$ cat src/rtl/vga_timing_gen.sv
`default_nettype none
// ============================================================================
// Module      : vga_timing_gen
// Description : Raster timing generator for VGA-style displays. Produces the
//               pixel column/line counters, registered sync pulses, the
//               visible-area flag and start-of-line / start-of-frame ticks.
//               All outputs come from flops and change together, so the
//               counts, syncs and video_on are always mutually consistent.
//
// Ports       : clk        - pixel-domain clock, rising edge
//               rst_n      - asynchronous active-low reset
//               pix_ce     - pixel clock enable; counters advance only when 1
//               h_count    - current pixel column (0 .. H_TOTAL-1)
//               v_count    - current line (0 .. V_TOTAL-1)
//               hsync      - horizontal sync, active level HS_POL
//               vsync      - vertical sync, active level VS_POL
//               video_on   - 1 while (h_count, v_count) is in the visible area
//               line_tick  - one-cycle pulse on the first cycle of each line
//               frame_tick - one-cycle pulse on the first cycle of each frame
//
// Revision    : 1.0 - initial release
// ============================================================================
module vga_timing_gen #(
    parameter int   H_VIS  = 800,
    parameter int   H_FP   = 40,
    parameter int   H_SYNC = 128,
    parameter int   H_BP   = 88,
    parameter int   V_VIS  = 600,
    parameter int   V_FP   = 1,
    parameter int   V_SYNC = 4,
    parameter int   V_BP   = 23,
    parameter logic HS_POL = 1'b1,
    parameter logic VS_POL = 1'b1
) (
    input  logic        clk,
    input  logic        rst_n,
    input  logic        pix_ce,
    output logic [10:0] h_count,
    output logic [10:0] v_count,
    output logic        hsync,
    output logic        vsync,
    output logic        video_on,
    output logic        line_tick,
    output logic        frame_tick
);

    localparam int H_TOTAL = H_VIS + H_FP + H_SYNC + H_BP;
    localparam int V_TOTAL = V_VIS + V_FP + V_SYNC + V_BP;

    // Region boundaries are kept one bit wider than the counters so that a
    // boundary equal to 2048 still compares correctly.
    localparam logic [11:0] C_H_VIS      = 12'(H_VIS);
    localparam logic [11:0] C_HS_START   = 12'(H_VIS + H_FP);
    localparam logic [11:0] C_HS_END     = 12'(H_VIS + H_FP + H_SYNC);
    localparam logic [11:0] C_V_VIS      = 12'(V_VIS);
    localparam logic [11:0] C_VS_START   = 12'(V_VIS + V_FP);
    localparam logic [11:0] C_VS_END     = 12'(V_VIS + V_FP + V_SYNC);
    localparam logic [10:0] C_H_LAST     = 11'(H_TOTAL - 1);
    localparam logic [10:0] C_V_LAST     = 11'(V_TOTAL - 1);

    // Counters are 11 bits wide, so neither total may exceed 2048.
    if ((H_TOTAL > 2048) || (V_TOTAL > 2048)) begin : g_bad_total
        $error("vga_timing_gen: H_TOTAL and V_TOTAL must not exceed 2048");
    end

    logic [10:0] h_q, h_d;
    logic [10:0] v_q, v_d;
    logic        hsync_q, hsync_d;
    logic        vsync_q, vsync_d;
    logic        video_on_q, video_on_d;
    logic        line_tick_q, line_tick_d;
    logic        frame_tick_q, frame_tick_d;
    logic        h_wrap;
    logic        v_wrap;

    always_comb begin
        h_wrap = (h_q == C_H_LAST);
        v_wrap = (v_q == C_V_LAST);

        h_d = h_q;
        v_d = v_q;
        if (pix_ce) begin
            if (h_wrap) begin
                h_d = '0;
                v_d = v_wrap ? 11'd0 : v_q + 11'd1;
            end else begin
                h_d = h_q + 11'd1;
            end
        end

        // Decoding the *next* counts lets the registered flags line up with
        // the registered counts in the same cycle. With pix_ce low the next
        // counts equal the current ones, so the flags hold naturally.
        hsync_d = (({1'b0, h_d} >= C_HS_START) && ({1'b0, h_d} < C_HS_END))
                  ? HS_POL : ~HS_POL;
        vsync_d = (({1'b0, v_d} >= C_VS_START) && ({1'b0, v_d} < C_VS_END))
                  ? VS_POL : ~VS_POL;
        video_on_d = ({1'b0, h_d} < C_H_VIS) && ({1'b0, v_d} < C_V_VIS);

        // Ticks fire only on the advancing edge that performs the wrap, so a
        // count held at 0 by pix_ce=0 does not stretch the pulse.
        line_tick_d  = pix_ce & h_wrap;
        frame_tick_d = pix_ce & h_wrap & v_wrap;
    end

    always_ff @(posedge clk or negedge rst_n) begin
        if (!rst_n) begin
            h_q          <= '0;
            v_q          <= '0;
            hsync_q      <= ~HS_POL;
            vsync_q      <= ~VS_POL;
            video_on_q   <= 1'b1;    // (0, 0) is inside the visible area
            line_tick_q  <= 1'b0;
            frame_tick_q <= 1'b0;
        end else begin
            h_q          <= h_d;
            v_q          <= v_d;
            hsync_q      <= hsync_d;
            vsync_q      <= vsync_d;
            video_on_q   <= video_on_d;
            line_tick_q  <= line_tick_d;
            frame_tick_q <= frame_tick_d;
        end
    end

    assign h_count    = h_q;
    assign v_count    = v_q;
    assign hsync      = hsync_q;
    assign vsync      = vsync_q;
    assign video_on   = video_on_q;
    assign line_tick  = line_tick_q;
    assign frame_tick = frame_tick_q;

endmodule
`default_nettype wire
$ cat config.mk
export PLATFORM = sky130hd
export DESIGN_NAME = vga_timing_gen
export DESIGN_NICKNAME = d
export VERILOG_FILES = /design/src/rtl/vga_timing_gen.sv
export SDC_FILE = /design/constraint.sdc
export NUM_CORES = 1
export LEC_CHECK = 0
export CORE_ASPECT_RATIO = 0.8
export CORE_MARGIN = 2
export CORE_UTILIZATION = 58
export CTS_BUF_LIST = sky130_fd_sc_hd__clkbuf_8
export CTS_CLUSTER_SIZE = 30
export DETAILED_ROUTE_END_ITERATION = 7
export PLACE_DENSITY = 0.88
export SLEW_MARGIN = 20
export SYNTH_ARGS = -nofsm -noshare
export SYNTH_HDL_FRONTEND = slang
export SYNTH_SLANG_ARGS = --single-unit
$ cat constraint.sdc
create_clock -name clk -period 5 [get_ports clk]
set_input_delay 1 -clock clk [delete_from_list [all_inputs] [get_ports clk]]
set_output_delay 1 -clock clk [all_outputs]
set_load 0.02 [all_outputs]
==> metrics.txt <==
multi-input logic area=slightly above 800 um^2; Internal=0.0003594 W; synthesized area per cell=approximately 9.7 um^2; GP Congestion=between 0.8 and 0.9; layout cells sized above 1=8.995%; Tcrit/Tclk final=between 60% and 70%; 1st-pass router iterations=4; height of the die=approximately 51 um; WL final=~3.8 mm; Residual DRC=0; Switching Fraction=between 30% and 40%; slew of the pin with the lowest slew margin=0.4621 ns; GRT Residual Overflow=0; CP startpoint kind=input port; CP arrival=between 3 and 4 ns; P_sw=0.0001821 W; Fillers=193; worst reg-to-reg path cell count=7; IO Port Bufs=29; Synth Flop Type=dfrtp_1; Clock Pin Slew Worst Setup and Hold Paths=0.09 ns; utilization after layout=between 70% and 80%; CTS hold repair buffers=0; initial core utilization=62.50%; vias per std cell=just over 6; hold endpoint=v_count[4]; die area=3154 um^2; syn_nets=~170; area grow syn2layout=21.75%; clock latency on the worst-skew pair=~0.27 ns; Reg area=about 680 um^2; overall routing resource usage=between 20% and 30%; CTS tree=yes; DR vias=about 1400; leak pwr=around 0.84 nW; Crit Path Max Fanout=13; Core Box Area=roughly 2500 um^2; EDFF count, synth=0; RSZ-0062 raised after global routing=false; Synth warnings=0; clock tree buffer depth=2; hold path start=v_count[4]; clock sink count=27; worst r2r src=v_count[0]; final hold vios=0; largest net degree at the start of global routing=28; post-DP HPWL=roughly 2.8 mm; Req. time, crit path=5.20 ns; antenna diode count=0; Peak VDD IR=approximately 0.26 mV; Max-slew headroom=69.11%; kind of critical path=input port to flop; Final Setup Violations=0; Max H-tree Level=1; max-cap viol count=0; power share of the clock group=22.9%; status=complete, no violations; Post-Synthesis Cell Area=roughly 1600 um^2; post-synthesis register bit count=27; total negative slack=0 ns; Fmax=between 0.3 and 0.4 GHz; clk_skew=0.002140 ns; wire length per cell=between 15 and 20 um; First DRT Iteration DRCs=94; final count of pins violating max slew=0; first-pass GRT wire length=6.216 mm; fraction of registers with async set/reset=between 90% and 100%; CTS resizes=0; most common cell after layout, fill and taps aside=clkdlybuf4s50_1; most frequent cells in the layout=clkdlybuf4s50_1, dfrtp_1, nand2_1; worst hold path type=flop to flop; Syn Inst Count=162; Layout Nets=slightly below 200; combinational power share=around a quarter; die width=a little over 60 um; Root Driver=clkbuf_8; io pins=30; Power per Cell Area=between 200 and 300 nW/um^2; Post-CTS Setup Bufs=0; initial antenna violation count=0; crit path time final=roughly 3.1 ns; Seq/Total Area, Yosys=between 40% and 50%; count of cell types in the netlist=between 40 and 50; CTS buffer count=3; Worst R2R End=vsync; vias in the first global route=1286; crit path capture type=flop; Seq pwr share=about half; Row Count=16; Hold Crit Depth=1; Final ANT Viol Nets=0; R2R setup slack=between 2 and 3 ns
[cell usage after synthesis (3+ instances only)]
cell | count | area share, %
dfrtp_1 | 26 | 41
nand2_1 | 14 | 3.3
inv_1 | 11 | 2.6
nand3_1 | 8 | 2.5
nand4_1 | 8 | 3.2
xnor2_1 | 8 | 4.4
nor2_1 | 7 | 1.7
a21oi_1 | 6 | 1.9
nor3_1 | 6 | 1.9
o21ai_0 | 5 | 1.6
and3_1 | 4 | 1.6
xor2_1 | 4 | 2.2
buf_2 | 3 | 0.95
buf_4 | 3 | 1.4
nor3b_1 | 3 | 1.4
nor4_1 | 3 | 1.2
o31ai_1 | 3 | 1.4
[per-layer routing]
metal  up-vias  GRT usage [%]  part of all wire (%)  routed length [um]
met1       665          33.72                    43                1621
met4         0          8.889                   2.4                  91
met3        14          6.726                   7.9                 299
met5         -              0                     0                   0
li1        646              -                     -                   -
met2        68          40.94                    47                1776
[critical path: stages]
cell and delay [ns]:
clkdlybuf4s50_1 0.64, and3_1 0.29, nand3_1 0.37, nor4_1 0.45, o211a_1 0.22, nand4_1 0.11
nor3b_1 0.19
[stage by stage]
step | power, W | cells | cell area (um^2) | setup WS [ns] | hold slack [ns]
after global placement | 0.0004149 | 221 | 1871 | 1.777 | 0.5580
after CTS | 0.0005445 | 225 | 1919 | 1.942 | 0.5928
after global routing | 0.0005708 | 225 | 1919 | 1.659 | 0.6373
after detailed placement | 0.0004209 | 221 | 1871 | 1.646 | 0.5809
after floorplan | 0.0003601 | 162 | 1577 | 2.485 | 0.6279
final | 0.0005415 | 225 | 1919 | 1.924 | 0.6072
[worst max path at each step]
stage / start / to / cells after the start
2_1_floorplan: pix_ce / video_on / 7
3_3_place_gp: pix_ce / vsync / 7
3_5_place_dp: pix_ce / vsync / 7
4_1_cts: pix_ce / vsync / 7
5_1_grt: pix_ce / vsync / 7
6_report: pix_ce / vsync / 7
[flip-flops by register name, indices dropped and copies added (netlist names)]
signal	count
h_count	11
v_count	11
hsync	1
vsync	1
video_on	1
line_tick	1
frame_tick	1
[power groups by stage]
| stage | registers, W | clock network, W | logic (W) |
|---|---|---|---|
| floorplan | 0.000291 | 0 | 0.0000687 |
| global placement | 0.000279 | 0 | 0.000136 |
| detailed placement | 0.000282 | 0 | 0.000139 |
| CTS | 0.000277 | 0.000128 | 0.000139 |
| global route | 0.000284 | 0.000135 | 0.000152 |
| finish | 0.000278 | 0.000124 | 0.000139 |
[logic make-up after synthesis]
family,share of synthesized area (%)
adders and majority gates,1.587
DFF,42.94
AOI/OAI and AO/OA,11.11
buffers and inverters,5.714
muxes,1.984
and+or+nand+nor,30.00
xor gates and xnor gates,6.667
[area by class of cell]
| cell class | instances | share of cell area, % |
|---|---|---|
| clock buffers | 3 | 2.151 |
| repair buffers | 30 | 15.52 |
| clock inverters | 1 | 0.3911 |
| multi-input cells | 117 | 42.18 |
| inverters | 11 | 2.151 |
| well taps | 36 | 2.347 |
| flip-flops and latches | 27 | 35.27 |
No activity file was read; power rests on OpenSTA's default activity.
